`src/rtl/mem_arbiter.sv`:
```
`default_nettype none
// ============================================================================
// Module   : mem_arbiter
// Purpose  : Shares one single-port, synchronous-read RAM between two
//            requesters. Port 0 is the CPU datapath, port 1 is the boot
//            loader / debug requester. At most one RAM access is issued per
//            cycle. Contested cycles are resolved round-robin, with an
//            optional bounded burst lock for port 1. Read data is steered
//            back to the issuing port through a latency-matched tag pipeline.
//
// Ports    : clk, rst            - clock (rising edge), async active-high reset
//            req0/we0/addr0/wdata0 - port 0 request, write enable, address, data
//            gnt0                - port 0 granted this cycle (combinational)
//            rvalid0/rdata0      - port 0 read data valid / read data
//            req1..rdata1        - same set for port 1
//            lock1               - port 1 asks for back-to-back grants
//            ram_wren/ram_addr/ram_data - RAM command outputs
//            ram_q               - RAM read data, RD_LAT cycles after address
//
// Revision : 1.0 - initial release
// ============================================================================
module mem_arbiter #(
  parameter int AW        = 8,
  parameter int DW        = 8,
  parameter int RD_LAT    = 1,
  parameter int MAX_BURST = 16
) (
  input  logic          clk,
  input  logic          rst,
  // port 0
  input  logic          req0,
  input  logic          we0,
  input  logic [AW-1:0] addr0,
  input  logic [DW-1:0] wdata0,
  output logic          gnt0,
  output logic          rvalid0,
  output logic [DW-1:0] rdata0,
  // port 1
  input  logic          req1,
  input  logic          we1,
  input  logic [AW-1:0] addr1,
  input  logic [DW-1:0] wdata1,
  output logic          gnt1,
  output logic          rvalid1,
  output logic [DW-1:0] rdata1,
  input  logic          lock1,
  // RAM side
  output logic          ram_wren,
  output logic [AW-1:0] ram_addr,
  output logic [DW-1:0] ram_data,
  input  logic [DW-1:0] ram_q
);

  localparam logic [7:0] c_max_burst = 8'(MAX_BURST);

  // Registered arbitration state
  logic        r_last_owner;   // port that received the most recent grant
  logic [7:0]  r_burst_cnt;    // consecutive locked port-1 grants

  // Read tag pipeline: one {valid, port} entry per cycle of RAM latency
  logic [RD_LAT-1:0] r_tag_vld;
  logic [RD_LAT-1:0] r_tag_port;

  // Combinational arbitration results
  logic w_burst_hold;
  logic w_gnt0;
  logic w_gnt1;
  logic w_tag_in_vld;
  logic w_tag_in_port;

  // --------------------------------------------------------------------------
  // Grant decision. Grants are suppressed while reset is asserted so nothing
  // reaches the RAM during reset.
  // --------------------------------------------------------------------------
  always_comb begin
    w_burst_hold = lock1 && r_last_owner && (r_burst_cnt < c_max_burst);
    w_gnt0       = 1'b0;
    w_gnt1       = 1'b0;
    if (!rst) begin
      if (req0 && req1) begin
        // Port 1 keeps the RAM while its burst is live; otherwise the
        // port that did not win last time gets it.
        if (w_burst_hold || !r_last_owner) begin
          w_gnt1 = 1'b1;
        end else begin
          w_gnt0 = 1'b1;
        end
      end else begin
        w_gnt0 = req0;
        w_gnt1 = req1;
      end
    end
  end

  assign gnt0 = w_gnt0;
  assign gnt1 = w_gnt1;

  // --------------------------------------------------------------------------
  // RAM command mux. Idle cycles present port 0's address/data with the
  // write enable held low.
  // --------------------------------------------------------------------------
  always_comb begin
    ram_addr = addr0;
    ram_data = wdata0;
    ram_wren = 1'b0;
    if (w_gnt1) begin
      ram_addr = addr1;
      ram_data = wdata1;
      ram_wren = we1;
    end else if (w_gnt0) begin
      ram_wren = we0;
    end
  end

  // --------------------------------------------------------------------------
  // Round-robin owner and burst counter. Reset owner is port 1 so port 0
  // wins the first contest.
  // --------------------------------------------------------------------------
  always_ff @(posedge clk or posedge rst) begin
    if (rst) begin
      r_last_owner <= 1'b1;
      r_burst_cnt  <= 8'd0;
    end else begin
      if (w_gnt0 || w_gnt1) begin
        r_last_owner <= w_gnt1;
      end
      if (!lock1 || w_gnt0) begin
        r_burst_cnt <= 8'd0;
      end else if (w_gnt1 && (r_burst_cnt < c_max_burst)) begin
        r_burst_cnt <= r_burst_cnt + 8'd1;
      end
    end
  end

  // --------------------------------------------------------------------------
  // Tag pipeline. Writes enter as invalid bubbles so the pipeline stays in
  // lock-step with the RAM read latency.
  // --------------------------------------------------------------------------
  assign w_tag_in_vld  = (w_gnt0 && !we0) || (w_gnt1 && !we1);
  assign w_tag_in_port = w_gnt1;

  generate
    if (RD_LAT == 1) begin : g_tag_single
      always_ff @(posedge clk or posedge rst) begin
        if (rst) begin
          r_tag_vld  <= '0;
          r_tag_port <= '0;
        end else begin
          r_tag_vld  <= w_tag_in_vld;
          r_tag_port <= w_tag_in_port;
        end
      end
    end else begin : g_tag_shift
      always_ff @(posedge clk or posedge rst) begin
        if (rst) begin
          r_tag_vld  <= '0;
          r_tag_port <= '0;
        end else begin
          r_tag_vld  <= {r_tag_vld[RD_LAT-2:0],  w_tag_in_vld};
          r_tag_port <= {r_tag_port[RD_LAT-2:0], w_tag_in_port};
        end
      end
    end
  endgenerate

  // Tail entry qualifies the RAM output for exactly one port.
  assign rvalid0 = r_tag_vld[RD_LAT-1] && !r_tag_port[RD_LAT-1];
  assign rvalid1 = r_tag_vld[RD_LAT-1] &&  r_tag_port[RD_LAT-1];
  assign rdata0  = ram_q;
  assign rdata1  = ram_q;

endmodule
`default_nettype wire

```
`config.mk`:
```
export PLATFORM = sky130hd
export DESIGN_NAME = mem_arbiter
export DESIGN_NICKNAME = d
export VERILOG_FILES = /design/src/rtl/mem_arbiter.sv
export SDC_FILE = /design/constraint.sdc
export NUM_CORES = 1
export LEC_CHECK = 0
export ABC_AREA = 0
export BUFFER_PORTS_ARGS = -buffer_cell sky130_fd_sc_hd__buf_2
export CAP_MARGIN = 25
export CORE_UTILIZATION = 41
export CTS_BUF_LIST = sky130_fd_sc_hd__clkbuf_2
export DETAILED_ROUTE_END_ITERATION = 10
export PLACE_DENSITY = 0.9
export RECOVER_POWER = 100
export SYNTH_ARGS = -nofsm -noshare
export SYNTH_HDL_FRONTEND = slang
export SYNTH_SLANG_ARGS = --single-unit
export TNS_END_PERCENT = 100
```
`constraint.sdc`:
```
create_clock -name clk -period 5.8 [get_ports clk]
set_input_delay 0.87 -clock clk [delete_from_list [all_inputs] [get_ports clk]]
set_output_delay 0.87 -clock clk [all_outputs]
set_load 0.01 [all_outputs]
```
Word level (Yosys, flattened, before mapping)

Index checks and enable logic that the tools add are counted.

Output and inout bits: 37
Logic and storage cells: 36
Flip-flop bits (word level): 11
Input port bits: 47

Reductions and logical operators: 18
Order comparisons: 1
Muxes and demuxes: 12
$add $sub $neg: 1

Operator list:

| kind                  | count |
|---|---|
| $mux W8               | 4 |
| $add A8 B1 Y8 const B | 1 |
| $logic_and A1 B1 Y1   | 8 |
| $lt A8 B5 Y1 const B  | 1 |
| $mux W1               | 8 |
| $logic_not A1 Y1      | 5 |
| $logic_or A1 B1 Y1    | 4 |
| $reduce_bool A2 Y1    | 1 |

Logic depth before layout (Yosys ltp)

Gate-level depths: netlist of the first run.

Word-level depth: 9
Depth in mapped cells: 5
Mapped depth without buffers: 4

Least setup slack after synthesis of the first run

OpenSTA, ideal clock, no wires.

Path type: input to output
From: input rst
To: output ram_addr[0]
Required time: 4.930 ns
Buffers on the path: 1
Cell stages on the path: 5
Setup slack: 3.004 ns
Arrival time: 1.926 ns
Cell sequence: and2b_1 inv_1 a31oi_4 buf_12 mux2_4

Longest elaborated chain between the ends: 2

RTL lines:

| what            | line | RTL |
|---|---|---|
| start, declared | 29   | `input logic rst,` |
| $mux W1         | 79   | `if (!rst) begin` |
| net gnt1        | 43   | `output logic gnt1,` |
| $mux W8         | 106  | `if (w_gnt1) begin` |
| end, declared   | 49   | `output logic [AW-1:0] ram_addr,` |

The timed path passes the listed nets, and every way through them passes these cells.

Final worst setup path of the first run

From: input rst
To: output ram_data[2]

Longest elaborated chain between the ends: 2

RTL lines:

| what          | line | RTL |
|---|---|---|
| $mux W1       | 79   |  |
| $mux W8       | 106  |  |
| end, declared | 50   | `output logic [DW-1:0] ram_data,` |

Every way passes these cells.

==> results_dict.tcl, run 1 <==
set metrics [dict create \
    status "finished, violations left" \
    violations "capacitance limit, slew limit" \
    cts_buffers 3 \
    p_leak_uw 0.000564 \
    syn_inst 90 \
    tritoncts "done" \
    grt_pass1_vias 770 \
    hold_path_class "reg2reg" \
    syn_avg_cell_area_um2 10.4 \
    worst_clock_skew_ns 0.00551 \
    fillers 205 \
    synth_edf_count 0 \
    ios 84 \
    r2r_setup_slack_ns 2.95 \
    placementRows 16 \
    cts-hold-fix-buffers 0 \
    dr.pass1.iters 4 \
    track_usage_pct 18.3 \
    grt.overflow.total 0 \
    clock_power_share_pct 22.9 \
    setup_viol 0 \
    fin_crit_ns 4.24 \
    ys_types 33 \
    ys_ff_latch 11 \
    swShare_pct 30.2 \
    port-buffer-count 59 \
    hold_viol_final 0 \
    cts_setup_buffers 0 \
    slew_viol_final 20 \
    fin_nets 185 \
    crit_fanout 19 \
    comb_power_share_pct 32.3 \
    cts.clk_slew.worst_paths_ns 0.10 \
    synth_ff_type "dfrtp_1" \
    peakVddDrop_mv 0.143 \
    ant_nets 0 \
    ys_warn_count 0 \
    wirelength_um 2160 \
    cp-end-kind "output port" \
    clkLatencyLatePin_ns 0.25 \
    slew_headroom_pct -46.0 \
    regArea_um2 277 \
    tns_ns 0 \
    worstMarginPinSlew_ns 2.18 \
    vias 787 \
    multi_input_area_um2 484 \
    startpoint "rst" \
    r2r_end "r_tag_vld" \
    drt_iter0_drc 15 \
    start_kind "input port" \
    endpoint "ram_data[2]" \
    antenna_cells 0 \
    clock-sinks 11 \
    max_freq_ghz 0.236 \
    gp_congestion 0.779 \
    vias_per_cell 4.83 \
    period_share_pct 73.0 \
    internal-power_uw 130 \
    cts.path.max_buffers 2 \
    synth-seq-area-share_pct 29.6 \
    die_x_um 49.7 \
    p_seq_share_pct 44.8 \
    cts_resized 0 \
    p_per_area_nw_per_um2 170 \
    dp_hpwl_um 1800 \
    hold_slack_ns 0.573 \
    worst_r2r_path_depth 4 \
    crit_type "in2out" \
    rsz0062_at_grt "false" \
    synthesis.nets 138 \
    htree_levels 1 \
    r2r-start "r_burst_cnt[5]" \
    grt_pass1_wl_um 3470 \
    start_util_pct 45.8 \
    synth_top_area_share_pct 26.8 \
    antenna_found_initial 0 \
    grt_max_degree 20 \
    netlist_top_cells_area "dfrtp_1 (27%), buf_4 (13%), mux2_4 (13%)" \
    post_drt_wl_per_cell_um 13.3 \
    die_y_um 49.7 \
    cp.arrival_ns 3.37 \
    worst-endpoint-required_ns 4.93 \
    synth.largest_area_cell "dfrtp_1" \
    maxCapViolCount 1 \
    layout-drive-gt1-share_pct 46.3 \
    route.detailed.drc 0 \
    async_flop_share_pct 100 \
    core_um2 2040 \
    ctsRootBufferMaster "clkbuf_2" \
    syn_to_final_growth_pct 17.9 \
    synth_area_um2 935 \
    p_switching_uw 56.5 \
    hold_depth 2 \
    die_area_um2 2470 \
]
[placed cells by master (no fill, tap or decap), types with 2 or more instances in the layout]
cell      synthesis  routed
clkbuf_2          0       4
nand2_1           4       4
a21oi_1           3       3
dfrtp_1          10      10
a31oi_1           1       2
clkbuf_1          0      21
and2_0            0       2
nand3_1           2       2
inv_1             5       5
o21ai_0           2       3
nor2_1            4       4
mux2_2            8       8
xor2_1            2       2
o21a_1            3       3
buf_2             0      38
mux2_4            8       8
[metal layers]
metal	track usage (%)	share of wire (%)
met4	4.76	0.55
met3	7.41	6.0
met5	0	0
met2	31.1	54
met1	21.1	39
[synth_stat cells (2+ instances only)]
cell	n
mux2_4	8
buf_4	16
nor2_1	4
xor2_1	2
mux2_2	8
o21ai_0	2
inv_1	5
dfrtp_1	10
o21a_1	3
a21oi_1	3
nand2_1	4
nand3_1	2
and2_1	3
[power groups by stage]
stage,sequential [uW],clock (uW),combinational [uW]
floorplan,85.0,0,48.6
global placement,85.5,0,60.9
detailed placement,86.0,0,63.5
CTS,84.5,43.6,63.7
global route,84.5,47.4,65.7
finish,83.7,42.7,60.4
[cells by family after synthesis]
group / count (synthesis) / share of synthesized area [%]
buffers and inverters: 22 / 17.0
flip-flops: 11 / 29.6
AND/OR/NAND/NOR: 23 / 15.1
XOR/XNOR: 2 / 1.87
adder cells (fa/ha/maj): 1 / 1.34
AO/OA/AOI/OAI: 14 / 11.5
multiplexers: 17 / 23.6
[registers in the layout, indices dropped and copies added (netlist names)]
register,cells
r_burst_cnt,8
r_last_owner,1
r_tag_port,1
r_tag_vld,1
[worst min path at each step]
stage / start / slack [ns] / endpoint
floorplan: r_burst_cnt[1] / 0.52 / r_burst_cnt[1]
finish: r_burst_cnt[3] / 0.57 / r_burst_cnt[3]
global route: r_burst_cnt[3] / 0.60 / r_burst_cnt[3]
global placement: r_burst_cnt[1] / 0.54 / r_burst_cnt[1]
detailed placement: r_burst_cnt[7] / 0.56 / r_burst_cnt[7]
CTS: r_burst_cnt[3] / 0.57 / r_burst_cnt[3]
[cell type report]
type	count	share of cell area, %
Timing Repair Buffer	59	24.4
Clock buffer	4	1.82
Multi-Input combinational cell	57	43.9
Sequential cell	11	25.1
Tap cell	27	3.06
Inverter	5	1.70
[per-stage QoR]
| stage | cell area, um2 | total power (uW) | setup WS, ns | utilization, % | std cells |
|---|---|---|---|---|---|
| CTS | 1140 | 192 | 2.51 | 56.0 | 163 |
| finish | 1100 | 187 | 1.56 | 54.0 | 163 |
| global placement | 1120 | 146 | 2.59 | 55.0 | 159 |
| detailed placement | 1120 | 149 | 2.51 | 55.0 | 159 |
| floorplan | 935 | 134 | 3.00 | - | 90 |
| global route | 1100 | 198 | 1.40 | 54.0 | 163 |
[worst max-delay path, stage by stage]
cell	delay (ns)
clkbuf_1	0.09
and2b_1	0.23
inv_1	0.05
a31oi_1	1.52
mux2_2	0.46
clkbuf_1	0.14
(Power assumes the default switching activity.)
==> inputs of run 2 (changes only) <==
ABC_AREA = 1   (was 0)
CORE_UTILIZATION = 38   (was 41)
PLACE_DENSITY = 0.85   (was 0.9)
clock period = 4 ns   (was 5.8 ns; I/O delays follow)
==> results_dict.tcl, run 2 <==
set metrics [dict create \
    final_cell_mix "nand2_1 (64), buf_2 (37), clkbuf_1 (22), inv_1 (13), dfrtp_1 (10)" \
    post_drt_wl_per_cell_um 10.7 \
    synth_top_area_share_pct 27.1 \
    startpoint "r_burst_cnt[5]" \
    p_switching_uw 88.9 \
    largest_reg_flops 8 \
    track_usage_pct 17.1 \
    period_share_pct 67.5 \
    cts_setup_buffers 0 \
    gp_congestion 0.779 \
    p_per_area_nw_per_um2 246 \
    syn_avg_cell_area_um2 6.85 \
    regArea_um2 277 \
    fin_nets 229 \
    cts.clk_slew.worst_paths_ns 0.12 \
    tritoncts "done" \
    place_area_um2 1110 \
    clock-sinks 11 \
    total_power_uw 263 \
    cts_buffers 3 \
    worst_clock_skew_ns 0.00702 \
    core_um2 2250 \
    ant_nets 0 \
    cts-hold-fix-buffers 0 \
    endpoint "ram_data[0]" \
    cp-end-kind "output port" \
    p_seq_share_pct 44.9 \
    syn_inst 135 \
    wirelength_um 2220 \
    largest_register "r_burst_cnt" \
    layout-drive-gt1-share_pct 26.7 \
    crit_fanout 19 \
    tns_ns 0 \
    multi_input_area_um2 413 \
    mostFrequentLayoutCell "nand2_1" \
    dr.pass1.iters 4 \
    grt_max_degree 20 \
    synth-seq-area-share_pct 29.9 \
    ys_types 23 \
    start_util_pct 41.0 \
    wl_met2_um 1110 \
    final_area_um2 1070 \
    die_x_um 51.3 \
    start_kind "flip-flop" \
    r2r_setup_slack_ns 2.28 \
    rsz0062_at_grt "false" \
    max_freq_ghz 0.370 \
    hold_path_class "in2async" \
    grt.overflow.total 0 \
    die_area_um2 2630 \
    synth_edf_count 0 \
    synth_common_cells "nand2_1 (59), buf_4 (17), inv_1 (12)" \
    swShare_pct 33.8 \
    grt_pass1_vias 839 \
    async_flop_share_pct 100 \
    syn_to_final_growth_pct 16.0 \
    ys_ff_latch 11 \
    hold_viol_final 0 \
    synthesis.nets 183 \
    htree_levels 1 \
    clkLatencyLatePin_ns 0.25 \
    port-buffer-count 59 \
    setup_viol 0 \
    ios 84 \
    topRoutingLayerUsed "met4" \
    vias 951 \
    route.detailed.drc 0 \
    netlist_top_cells_area "dfrtp_1 (27%), nand2_1 (24%), buf_4 (14%)" \
    worst-endpoint-required_ns 3.40 \
    cts_resized 0 \
    synth_area_um2 925 \
    synth.largest_area_cell "dfrtp_1" \
    cp.arrival_ns 2.10 \
    post-synth-top-count-cell "nand2_1" \
    drt-met1-wl_um 818 \
    cts.path.max_buffers 2 \
    p_leak_uw 0.000655 \
    drt_iter0_drc 10 \
    synth_ff_type "dfrtp_1" \
    worstMarginPinSlew_ns 0.744 \
    fin_crit_ns 2.70 \
    grt_pass1_wl_um 3270 \
    peakVddDrop_mv 0.109 \
    route.met3.wl_um 251 \
    comb_power_share_pct 30.9 \
    crit_type "reg2out" \
    vias_per_cell 4.57 \
    antenna_found_initial 0 \
    worst_r2r_path_depth 5 \
    internal-power_uw 174 \
    antenna_cells 0 \
    clock_power_share_pct 24.2 \
    status "finished clean" \
    placementRows 17 \
    ys_warn_count 0 \
    r2r-start "r_last_owner" \
    slew_viol_final 0 \
    slew_headroom_pct 50.3 \
    die_y_um 51.3 \
    dp_hpwl_um 1710 \
    r2r_end "r_tag_vld" \
    fillers 253 \
    hold_slack_ns 0.357 \
    ctsRootBufferMaster "clkbuf_2" \
    maxCapViolCount 0 \
]
==> run 2: cell types whose count changed after synthesis, moves of 3 or more <==
| cell | delta |
|---|---|
| nand2_2 | +4 |
| mux2_4 | -8 |
| inv_1 | +7 |
| nand2_1 | +55 |
| nor2_1 | +4 |
| mux2_2 | -8 |
| o21a_1 | -3 |
| nand4_1 | +4 |
==> run 2: cell type report <==
cell class                 count  share of cell area (%)
timing repair buffer          59                    25.0
tap                           28                    3.27
multi-input combinational     92                    38.5
clock buffer                   4                    1.87
inverter                      14                    5.60
sequential                    11                    25.8
==> run 2: cell families after synthesis <==
group / after synthesis / synth area share, %
xor gates and xnor gates: 2 / 1.89
and+or+nand+nor: 85 / 41.7
buffers and inverters: 32 / 22.5
adders and majority gates: 1 / 1.35
AOI/OAI and AO/OA: 4 / 2.71
DFF: 11 / 29.9
==> run 2: power groups by stage <==
stage / combinational, uW / clock (uW) / sequential [uW]
after floorplan: 66.5 / 0 / 120
after global placement: 88.1 / 0 / 120
after detailed placement: 89.4 / 0 / 120
after CTS: 90.0 / 65.0 / 118
after global routing: 91.7 / 70.5 / 118
final: 81.4 / 63.8 / 118
==> run 2: routing by layer <==
metal,GRT usage (%),vias up
met2,34.0,70
met4,8.11,0
met3,3.27,4
met5,0,-
met1,16.6,392
li1,-,485
==> run 2: worst min-delay path by stage <==
stage                     end  slack [ns]      startpoint
2_1_floorplan    r_last_owner        0.46    r_last_owner
5_1_grt        r_burst_cnt[0]        0.38             rst
3_3_place_gp   r_burst_cnt[7]        0.48  r_burst_cnt[7]
4_1_cts        r_burst_cnt[0]        0.39             rst
3_5_place_dp   r_burst_cnt[7]        0.49  r_burst_cnt[7]
6_report       r_burst_cnt[0]        0.36             rst
==> run 2: stage by stage <==
step	setup slack, ns	cells	util [%]
after floorplan	2.10	135	-
after global routing	1.04	208	47.6
after CTS	1.68	208	50.0
after detailed placement	1.80	204	49.1
after global placement	1.83	204	49.1
final	1.30	208	47.6
==> run 2: critical path, stage by stage (launching register included) <==
cell and delay (ns):
dfrtp_1 0.40, nor2_1 0.16, nand3_2 0.08, nand2_1 0.13, nand2_1 0.46, inv_8 0.30, nand2_1 0.07, nand2_1 0.08
clkbuf_1 0.16
==> inputs of run 3 (changes only) <==
CORE_UTILIZATION = 34   (was 38)
PLACE_DENSITY = 0.8   (was 0.85)
clock period = 2.4 ns   (was 4 ns; I/O delays follow)
==> results_dict.tcl, run 3 (same netlist as run 2, synthesis figures left out) <==
set metrics [dict create \
    status "finished clean" \
    slew_headroom_pct 61.7 \
    core_um2 2520 \
    cts_resized 0 \
    grt.overflow.total 0 \
    htree_levels 1 \
    r2r_setup_slack_ns 0.87 \
    cts_buffers 3 \
    tns_ns 0 \
    start_util_pct 36.7 \
    vias_per_cell 4.51 \
    r2r_end "r_burst_cnt[1]" \
    gp_congestion 0.715 \
    p_seq_share_pct 45.1 \
    crit_buf_inv 3 \
    antenna_found_initial 0 \
    antenna_cells 0 \
    grt_pass1_wl_um 3240 \
    die_x_um 54.2 \
    start_kind "flip-flop" \
    fillers 281 \
    clock-sinks 11 \
    route.detailed.drc 0 \
    worstSetupPathDepth 9 \
    grt_pass1_vias 833 \
    syn_to_final_growth_pct 18.3 \
    ios 84 \
    die_y_um 54.2 \
    rsz0062_at_grt "false" \
    cpPeakStageDelay_ns 0.54 \
    cp.arrival_ns 1.72 \
    hold_path_class "in2async" \
    p_leak_uw 0.000662 \
    crit_fanout 7 \
    p_switching_uw 145 \
    cts-hold-fix-buffers 0 \
    period_share_pct 86.5 \
    worstMarginPinSlew_ns 0.575 \
    cts.path.max_buffers 2 \
    fin_crit_ns 2.08 \
    p_per_area_nw_per_um2 400 \
    mostFrequentLayoutCell "nand2_1" \
    die_area_um2 2930 \
    path_common_cell "nand2_1" \
    crit_family "simple AND/OR/NAND/NOR gates" \
    r2r-start "r_burst_cnt[5]" \
    setup_viol 0 \
    track_usage_pct 15.3 \
    worst_clock_skew_ns 0.0198 \
    maxCapViolCount 0 \
    post_drt_wl_per_cell_um 9.35 \
    hold_viol_final 0 \
    slew_viol_final 0 \
    crit_chain "inv_1 > nor2_1 > nand2_2 > nand2_2 > nand2_1 > inv_1 > nand2_1 > nand2_1 > clkbuf_1" \
    ctsRootBufferMaster "clkbuf_2" \
    slowest_stage "dfstp_2" \
    internal-power_uw 292 \
    grt_max_degree 20 \
    final_cell_mix "nand2_1 (61), buf_2 (38), clkbuf_1 (22), inv_1 (12), dfrtp_1 (10)" \
    dpl.cell_count 207 \
    largest_register "r_burst_cnt" \
    peakVddDrop_mv 0.160 \
    dp_hpwl_um 1620 \
    crit_type "reg2out" \
    clock_power_share_pct 24.0 \
    layout-drive-gt1-share_pct 29.3 \
    placementRows 18 \
    cts_setup_buffers 0 \
    cts.clk_slew.worst_paths_ns 0.12 \
    clkLatencyLatePin_ns 0.26 \
    wirelength_um 1970 \
    max_freq_ghz 0.482 \
    port-buffer-count 59 \
    worst-endpoint-required_ns 2.04 \
    largest_reg_flops 8 \
    comb_power_share_pct 31.0 \
    fin_nets 230 \
    worst_r2r_path_depth 7 \
    ant_nets 0 \
    vias 951 \
    post-route-util_pct 43.4 \
    instances_no_fill 211 \
    drt_iter0_drc 9 \
    dr.pass1.iters 4 \
    tritoncts "done" \
    cp-end-kind "output port" \
    swShare_pct 33.1 \
]
## run 3: cell types whose count changed in the layout (fill, tap and decap cells not counted)
cell,previous run,this run
inv_2,0,1
nand2_1,64,61
a21oi_1,1,2
nand2_4,0,1
nand3_1,2,1
a21oi_2,1,0
buf_2,37,38
nand3_2,1,2
inv_1,13,12
nand2_2,2,4
## run 3: how the worst max path moves through the flow
stage                               from           to  slack (ns)
after detailed placement    r_last_owner  ram_addr[3]        0.68
final                       r_last_owner     ram_wren        0.32
after floorplan             r_last_owner  ram_addr[0]        0.84
after global routing      r_burst_cnt[5]  ram_addr[3]        0.14
after global placement    r_burst_cnt[5]  ram_addr[3]        0.73
after CTS                   r_last_owner  ram_addr[3]        0.36
## run 3: layer usage
layer,wire [um],track usage [%],vias up
met5,0,0,-
met4,22,7.26,0
met3,145,2.26,2
met2,995,27.4,50
met1,809,17.3,408
li1,-,-,491
## run 3: final cells by class
cell class	count	area [um2]	share of cell area [%]
multi-input combinational	92	427	39.0
sequential	11	277	25.3
inverter	14	60.1	5.49
timing repair buffer	60	273	24.9
tap	30	37.5	3.43
clock buffer	4	20.0	1.83
## run 3: worst register-to-register path: cells and delay by family, from the launching register on
kind / cells / cell delay, ns
AND/OR/NAND/NOR: 6 / 0.84
flip-flops: 1 / 0.40
AO/OA/AOI/OAI: 1 / 0.18
## run 3: power by group through the flow
stage	Sequential [uW]	Clock (uW)	Combinational [uW]
after detailed placement	201	0	148
final	197	105	135
after floorplan	199	0	111
after CTS	197	108	149
after global placement	200	0	147
after global routing	198	119	154
## run 3: metrics by stage
stage | instance area, um2 | setup slack [ns] | hold slack, ns | total power (uW)
CTS | 1140 | 0.361 | 0.170 | 454
detailed placement | 1120 | 0.678 | 0.465 | 349
global route | 1090 | 0.142 | 0.303 | 470
finish | 1090 | 0.324 | 0.263 | 437
global placement | 1120 | 0.730 | 0.461 | 347
floorplan | 925 | 0.839 | 0.243 | 310
